--- src/rtl/pc_seq_pkg.sv ---
// pc_seq_pkg: shared op classes, run states and fault codes for the pc sequencer
package pc_seq_pkg;
    typedef enum logic [3:0] {
        OP_SEQ  = 4'd0,
        OP_BIZR = 4'd1,
        OP_BNZR = 4'd2,
        OP_JIZR = 4'd3,
        OP_JNZR = 4'd4,
        OP_CALL = 4'd5,
        OP_RET  = 4'd6,
        OP_LJ0  = 4'd8,
        OP_LJ1  = 4'd9,
        OP_LJ2  = 4'd10,
        OP_LJ3  = 4'd11,
        OP_HALT = 4'd15
    } seq_op_e;
    typedef enum logic [1:0] {S_IDLE, S_RUN, S_DONE, S_FAULT} seq_state_e;
    localparam logic [1:0] FC_NONE = 2'b00;
    localparam logic [1:0] FC_OVF  = 2'b01;
    localparam logic [1:0] FC_UNF  = 2'b10;
endpackage

--- src/rtl/pc_sequencer_link_stack.sv ---
// link_stack: return-address stack with a registered top-of-stack output
module link_stack #(
    parameter int DEPTH = 4,
    parameter int AW    = 10
) (
    input  logic                   clk,
    input  logic                   reset_n,
    input  logic                   clr,
    input  logic                   push,
    input  logic                   pop,
    input  logic [AW-1:0]          din,
    output logic [AW-1:0]          top,
    output logic [$clog2(DEPTH):0] sp,
    output logic                   full,
    output logic                   empty
);
    localparam int IW = $clog2(DEPTH);
    localparam int SW = IW + 1;
    logic [AW-1:0] mem [DEPTH];
    logic [SW-1:0] spm2;
    assign full  = sp == SW'(DEPTH);
    assign empty = sp == '0;
    assign spm2  = sp - SW'(2);
    // top is kept equal to mem[sp-1] so the caller sees it with no read latency
    always_ff @(posedge clk) begin
        if (!reset_n || clr) begin
            sp  <= '0;
            top <= '0;
            for (int i = 0; i < DEPTH; i++) mem[i] <= '0;
        end else if (push && !full) begin
            mem[sp[IW-1:0]] <= din;
            sp  <= sp + SW'(1);
            top <= din;
        end else if (pop && !empty) begin
            sp  <= sp - SW'(1);
            top <= sp >= SW'(2) ? mem[spm2[IW-1:0]] : '0;
        end
    end
endmodule

--- src/rtl/pc_sequencer.sv ---
// pc_sequencer: run-state FSM and control-flow strobe decode for program_counter
module pc_sequencer
    import pc_seq_pkg::*;
#(
    parameter int DEPTH = 4,
    parameter int AW    = 10
) (
    input  logic          clk,
    input  logic          reset_n,
    input  logic          go,
    input  logic          op_valid,
    input  seq_op_e       op_class,
    input  logic          zero_flag,
    input  logic [AW-1:0] npc,
    output logic          start,
    output logic          branch,
    output logic          bizr,
    output logic          bnzr,
    output logic          jizr,
    output logic          jnzr,
    output logic          jump2sub,
    output logic          retFsub,
    output logic          lj0,
    output logic          lj1,
    output logic          lj2,
    output logic          lj3,
    output logic [AW-1:0] rl,
    output logic          done,
    output logic          fault,
    output logic [1:0]    fault_code
);
    seq_state_e state;
    logic act, ovf, unf, full, empty;
    logic [$clog2(DEPTH):0] sp;
    assign start = state != S_RUN;
    assign done  = state == S_DONE;
    assign fault = state == S_FAULT;
    always_comb begin
        act      = state == S_RUN && op_valid;
        bizr     = act && op_class == OP_BIZR && zero_flag;
        bnzr     = act && op_class == OP_BNZR && !zero_flag;
        jizr     = act && op_class == OP_JIZR && zero_flag;
        jnzr     = act && op_class == OP_JNZR && !zero_flag;
        branch   = bizr || bnzr || jizr || jnzr;
        jump2sub = act && op_class == OP_CALL && !full;
        retFsub  = act && op_class == OP_RET && !empty;
        ovf      = act && op_class == OP_CALL && full;
        unf      = act && op_class == OP_RET && empty;
        lj0      = act && op_class == OP_LJ0;
        lj1      = act && op_class == OP_LJ1;
        lj2      = act && op_class == OP_LJ2;
        lj3      = act && op_class == OP_LJ3;
    end
    link_stack #(.DEPTH(DEPTH), .AW(AW)) u_stack (
        .clk(clk), .reset_n(reset_n), .clr(go && state != S_RUN),
        .push(jump2sub), .pop(retFsub), .din(npc),
        .top(rl), .sp(sp), .full(full), .empty(empty)
    );
    always_ff @(posedge clk) begin
        if (!reset_n) begin
            state      <= S_IDLE;
            fault_code <= FC_NONE;
        end else if (state == S_RUN) begin
            if (ovf) begin
                state      <= S_FAULT;
                fault_code <= FC_OVF;
            end else if (unf) begin
                state      <= S_FAULT;
                fault_code <= FC_UNF;
            end else if (act && op_class == OP_HALT) begin
                state <= S_DONE;
            end
        end else if (go) begin
            state      <= S_RUN;
            fault_code <= FC_NONE;
        end
    end
endmodule
--- config.mk ---
export PLATFORM = sky130hd
export DESIGN_NAME = pc_sequencer
export DESIGN_NICKNAME = d
export VERILOG_FILES = /design/src/rtl/pc_seq_pkg.sv /design/src/rtl/pc_sequencer_link_stack.sv /design/src/rtl/pc_sequencer.sv
export SDC_FILE = /design/constraint.sdc
export NUM_CORES = 1
export LEC_CHECK = 0
export ABC_AREA = 1
export CORE_MARGIN = 10
export CORE_UTILIZATION = 30
export CTS_CLUSTER_DIAMETER = 40
export CTS_CLUSTER_SIZE = 14
export DETAILED_ROUTE_END_ITERATION = 8
export PLACE_DENSITY = 0.54
export SYNTH_ARGS = -nofsm -noshare
export SYNTH_HDL_FRONTEND = slang
export SYNTH_SLANG_ARGS = --single-unit
--- constraint.sdc ---
create_clock -name clk -period 2.6 [get_ports clk]
set_clock_uncertainty 0.1 [all_clocks]
set_input_delay 0.52 -clock clk [delete_from_list [all_inputs] [get_ports clk]]
set_output_delay 0.52 -clock clk [all_outputs]
set_load 0.01 [all_outputs]
## Word-level counts from Yosys, hierarchy flattened

Memory sizes are Yosys's and may differ from the RTL's.
Index checks and enable logic that the tools add are counted.

| storage, ports and cells | value |
|---|---|
| bits in registers | 17 |
| memory bits (writable) | 40 |
| output and inout port bits | 26 |
| memories kept | 1 |

Memory list:

| memory | depth | width | read ports | clocked after memory_dff | wr ports | line | RTL |
|---|---|---|---|---|---|---|---|
| u_stack.mem | 4 | 10 | 1 | 0 | 4 | pc_sequencer_link_stack.sv:19 | `logic [AW-1:0] mem [DEPTH];` |

| operators by class | value |
|---|---|
| $add $sub $neg | 3 |
| magnitude comparators | 1 |
| equal/unequal tests | 18 |
| multiplexer cells | 22 |
| reductions and logical operators | 37 |

Operator list:

| operator | count |
|---|---|
| 10-bit 2-to-1 mux | 4 |
| 1-bit logical AND | 23 |
| 4-bit == test (second input constant) | 5 |
| 2-bit 2-to-1 mux | 10 |
| 4-bit by 3-bit == test with 1-bit output (second input constant) | 3 |
| 10-bit OR reduction | 1 |
| 4-bit by 2-bit == test with 1-bit output (second input constant) | 2 |
| 1-bit 2-to-1 mux | 6 |
| 3-bit 2-to-1 mux | 2 |
| 2-bit == test (second input constant) | 2 |
| 4-bit by 1-bit == test with 1-bit output (second input constant) | 1 |
| 1-bit zero test | 4 |
| 1-bit logical OR | 4 |
| 4-bit by 3-bit != test with 1-bit output (second input constant) | 1 |
| 2-bit AND reduction | 2 |
| 2-bit nonzero test | 2 |
| 3-bit by 1-bit adder with 3-bit output (second input constant) | 1 |
| 3-bit == test (second input constant) | 1 |
| 3-bit by 2-bit >= comparator with 1-bit output (second input constant) | 1 |
| 3-bit zero test | 1 |
| 3-bit != test (second input constant) | 1 |
| 3-bit by 1-bit subtractor with 3-bit output (second input constant) | 1 |
| 2-bit by 1-bit == test with 1-bit output (second input constant) | 1 |
| 2-bit by 1-bit != test with 1-bit output (second input constant) | 1 |
| 2-bit subtractor (second input constant) | 1 |

## Depth between registers and ports, before layout

| depth | value |
|---|---|
| word-level depth | 10 |
| mapped depth | 11 |
| mapped depth without buffers | 10 |

## Hierarchy

A second synthesis with hierarchy kept.

| unflattened totals | value |
|---|---|
| cell total of the unflattened synthesis | 361 |
| area, all modules | 3,011.6 um^2 |

Modules (own cells, without submodules):

| module | instances | cells an instance | area an instance (um^2) | seq. area each (um^2) |
|---|---|---|---|---|
| link_stack | 1 | 294 | 2,580.0 | 1,461.4 |
| pc_sequencer | 1 | 67 | 431.7 | 80.1 |

## Least setup slack after synthesis

Ideal clock, no wire load.

| path | value |
|---|---|
| kind | in2reg |
| start point | in op_class[3] |
| end point | mem u_stack.mem[2][0], enable pin |
| setup time | 0.391 ns |
| data arrival time | 1.864 ns |
| required time | 2.109 ns |
| path slack | 0.245 ns |
| stages on the path | 6 |
| cell sequence | inv_1 > nand2_2 > nor2_4 > nand3_4 > buf_6 > o21ai_0 |

RTL lines:

| item | line | RTL |
|---|---|---|
| start: declaration | pc_sequencer.sv:12 | `input seq_op_e op_class,` |
| end: declaration | pc_sequencer_link_stack.sv:19 |  |

## Final worst setup path

| path | value |
|---|---|
| start point | in op_valid |
| end point | out lj1 |

| between the ends | value |
|---|---|
| longest elaborated chain between the ends | 2 |

Ends and longest elaborated chain:

| item | line | RTL |
|---|---|---|
| start: declaration | pc_sequencer.sv:11 | `input logic op_valid,` |
| 1-bit logical AND | pc_sequencer.sv:39 | `act = state == S_RUN && op_valid;` |
| 1-bit logical AND | pc_sequencer.sv:50 | `lj1 = act && op_class == OP_LJ1;` |
| end: declaration | pc_sequencer.sv:24 | `output logic lj1,` |

Every way passes these cells.

==> flow_results.xml <==
<?xml version="1.0" encoding="UTF-8"?>
<metrics>
  <group name="cells_and_area">
    <metric name="finish.cell_count_without_fillers" unit="">522</metric>
    <metric name="multiInputGateArea" unit="mm^2">0.00105</metric>
    <metric name="drive_gt1_frac" unit="">0.170</metric>
    <metric name="final_antenna_diode_count" unit="">0</metric>
    <metric name="syn2layout_area_growth" unit="%">35.9</metric>
    <metric name="sequential_cell_area" unit="mm^2">0.00154</metric>
    <metric name="nNetsFinal" unit="">426</metric>
    <metric name="layout.filler_cells" unit="">959</metric>
  </group>
  <group name="global_routing">
    <metric name="overflow" unit="">0</metric>
    <metric name="grt_start_max_net_pins" unit="">14</metric>
    <metric name="initial_antenna_violation_count" unit="">0</metric>
    <metric name="grt_use_total" unit="">0.118</metric>
    <metric name="grt_pass1_vias" unit="">2442</metric>
    <metric name="wire_length_of_the_first_global_routing_pass" unit="um">12400</metric>
  </group>
  <group name="yosys">
    <metric name="synth_simple_gate_area_frac" unit="">0.312</metric>
    <metric name="synth.yosys.warnings" unit="">0</metric>
    <metric name="post_synthesis_mux_area_share" unit="">0</metric>
    <metric name="yosys.cell_types.count" unit="">28</metric>
    <metric name="postSynthRegisterBits" unit="">57</metric>
    <metric name="postSynthCellCount" unit="">330</metric>
    <metric name="dominant_combinational_cell_family_by_area_after_synthesis" unit="">simple AND/OR/NAND/NOR gates</metric>
    <metric name="avgSynthCellArea" unit="um^2">8.51</metric>
    <metric name="synth_compound_gate_area_share" unit="">0.0499</metric>
    <metric name="post_synth_fa_ha_maj_area_fraction" unit="">0.00713</metric>
    <metric name="synthesis.area" unit="mm^2">0.00281</metric>
    <metric name="fraction_of_synthesized_cell_area_in_xor_and_xnor_cells" unit="">0</metric>
    <metric name="mappedNetlistNets" unit="">350</metric>
    <metric name="seq_area_frac_synth" unit="">0.549</metric>
  </group>
  <group name="floorplan">
    <metric name="io_pins" unit="">45</metric>
    <metric name="floorplan.die_area" unit="mm^2">0.0136</metric>
    <metric name="core_region_area" unit="mm^2">0.00920</metric>
    <metric name="initial_core_util" unit="">0.305</metric>
    <metric name="fp.dieW" unit="um">117</metric>
    <metric name="placement_rows" unit="">35</metric>
    <metric name="dieHeight" unit="um">117</metric>
  </group>
  <group name="clock_network">
    <metric name="insertion_delay" unit="ns">0.34</metric>
    <metric name="post_cts_resize_count" unit="">13</metric>
    <metric name="cts-buffers-inserted" unit="">9</metric>
    <metric name="holdBufCountCts" unit="">0</metric>
    <metric name="clk_pin_slew_worst_paths" unit="ns">0.06</metric>
    <metric name="clock_sinks" unit="">57</metric>
    <metric name="tritoncts" unit="">done</metric>
    <metric name="ctsRootBufferMaster" unit="">sky130_fd_sc_hd__clkbuf_8</metric>
    <metric name="cts_setup_buffers" unit="">0</metric>
    <metric name="clockBufferDepth" unit="">2</metric>
    <metric name="htreeDepth" unit="">3</metric>
  </group>
  <group name="detailed_routing">
    <metric name="drt_iter0_markers" unit="">183</metric>
    <metric name="drt_first_pass_iters" unit="">4</metric>
    <metric name="avgViaCountPerCell" unit="">4.63</metric>
    <metric name="detail_route.wl_per_cell" unit="um">14.8</metric>
    <metric name="via_count" unit="">2419</metric>
    <metric name="drtAntennaViolNets" unit="">0</metric>
    <metric name="detail_route.wirelength" unit="um">7710</metric>
    <metric name="drc" unit="">0</metric>
  </group>
  <group name="place">
    <metric name="dpl.cell_count" unit="">506</metric>
    <metric name="dp_slack" unit="ns">-0.138</metric>
    <metric name="post_dp_hpwl" unit="um">5680</metric>
    <metric name="place_congestion" unit="">0.818</metric>
    <metric name="number_of_input_and_output_port_buffers_inserted" unit="">44</metric>
  </group>
  <group name="timing">
    <metric name="fin_setup_tns" unit="ns">0</metric>
    <metric name="tightestPinTransition" unit="ns">0.616</metric>
    <metric name="finalWorstSetupSlack" unit="ns">0.142</metric>
    <metric name="timing.slew.headroom" unit="">0.588</metric>
    <metric name="finalHoldViolations" unit="">0</metric>
    <metric name="timing.final.setup_violations" unit="">0</metric>
    <metric name="fin_crit_sh" unit="">0.945</metric>
    <metric name="fmax" unit="GHz">0.407</metric>
    <metric name="rsz0062_at_grt" unit="">false</metric>
    <metric name="period_minus_slack" unit="ns">2.46</metric>
    <metric name="maxSlewViolCount" unit="">0</metric>
  </group>
  <group name="hold_path">
    <metric name="min_path_type" unit="">reg2reg</metric>
  </group>
  <group name="critical_path">
    <metric name="r2r_setup_slack" unit="ns">0.60</metric>
    <metric name="worst-setup-path-type" unit="">in2out</metric>
    <metric name="critPathCaptureType" unit="">output pin</metric>
    <metric name="maximum_fanout_count_along_the_critical_path" unit="">5</metric>
    <metric name="cp_data_required_time" unit="ns">1.98</metric>
    <metric name="setup.worst_path.start_class" unit="">input pin</metric>
    <metric name="data_arrival_time_of_the_worst_path" unit="ns">1.84</metric>
  </group>
  <group name="power">
    <metric name="worst_ir_drop_on_vdd" unit="V">0.000225</metric>
    <metric name="power_density" unit="mW/mm^2">570</metric>
    <metric name="static-leakage-power" unit="uW">0.00175</metric>
    <metric name="design_power_total" unit="uW">2180</metric>
  </group>
  <group name="status">
    <metric name="status" unit="">complete, no violations</metric>
  </group>
  <group name="job">
    <metric name="max-cap-violations" unit="">0</metric>
  </group>
</metrics>
==> logic make-up after synthesis <==
kind of cell               after synthesis
and+or+nand+nor                        194
adders and majority gates                1
AOI/OAI and AO/OA                       27
buffers and inverters                   51
DFF                                     57
==> worst max-delay path: stages <==
cell and delay [ns]:
sky130_fd_sc_hd__clkdlybuf4s50_1 0.51, sky130_fd_sc_hd__nand3_4 0.13, sky130_fd_sc_hd__buf_4 0.17, sky130_fd_sc_hd__nor4_1 0.20
sky130_fd_sc_hd__dlygate4sd2_1 0.31
==> where the power goes <==
part | internal (uW) | switching [uW] | leakage [uW] | total [uW]
sequential | 1010 | 12.6 | 0.000574 | 1020
clock | 628 | 356 | 0.000120 | 984
combinational | 76.1 | 94.2 | 0.00106 | 170
total | 1710 | 463 | 0.00175 | 2180
==> per-layer routing <==
metal,GRT usage,share of wire,vias to the layer above
li1,-,-,1216
met1,0.146,0.46,1114
met2,0.190,0.46,83
met3,0.0360,0.077,6
met4,0.0404,0.0082,0
met5,0,0,-
==> flip-flops by register name (all words and copies together), names as in the netlist <==
register and cells:
state 2, fault_code 2, u_stack.top 10, u_stack.mem 40, u_stack.sp 3
==> cell usage after synthesis, drive strengths merged <==
cell type	instances	area, um^2
a22oi	2	15.0
nand2	76	298
a21oi	14	70.1
edfxtp	40	1200
clkinv	3	17.5
dfxtp	17	340
fa	1	20.0
nor3	3	15.0
nand3	30	200
nor2	78	318
buf	8	63.8
inv	39	146
o21ai	11	55.1
clkbuf	1	3.75
nand4	5	31.3
nand3b	1	7.51
nor4	1	6.26
==> layout make-up <==
cell class	instances	area share
Timing Repair Buffer	74	0.181
Sequential cell	57	0.404
Clock inverter	7	0.0285
Clock buffer	9	0.0324
Tap cell	111	0.0364
Multi-Input combinational cell	222	0.275
Inverter	42	0.0429
==> stage by stage <==
step           hold slack (ns)  cell area (um^2)  utilization
2_1_floorplan            0.410              2810            -
3_3_place_gp             0.384              3570        0.388
3_5_place_dp             0.383              3570        0.388
4_1_cts                  0.394              3800        0.413
5_1_grt                  0.404              3820        0.415
6_report                 0.393              3820        0.415
==> cell usage in the layout, fill, tap and decap left out, drive strengths merged, types with 2 or more instances in the layout <==
cell type	Yosys	layout
o21ai	11	11
clkdlybuf4s50	0	29
inv	39	39
dfxtp	17	17
nand2	76	76
clkbuf	1	9
nor2	78	78
clkinv	3	7
dlymetal6s2s	0	5
nand4	5	5
edfxtp	40	40
buf	8	30
nand3	30	30
nor3	3	3
dlygate4sd2	0	10
a21oi	14	14
bufinv	0	3
a22oi	2	2
==> final timing paths <==
check / from / to / depth (start not counted)
max: op_valid / lj1 / 5
max reg2reg: state[1] / u_stack.mem[1][8] / 10
min: fault_code[0] / fault_code[0] / 2
min reg2reg: fault_code[0] / fault_code[0] / 2
Note: power is estimated with default switching activity, not from simulation.
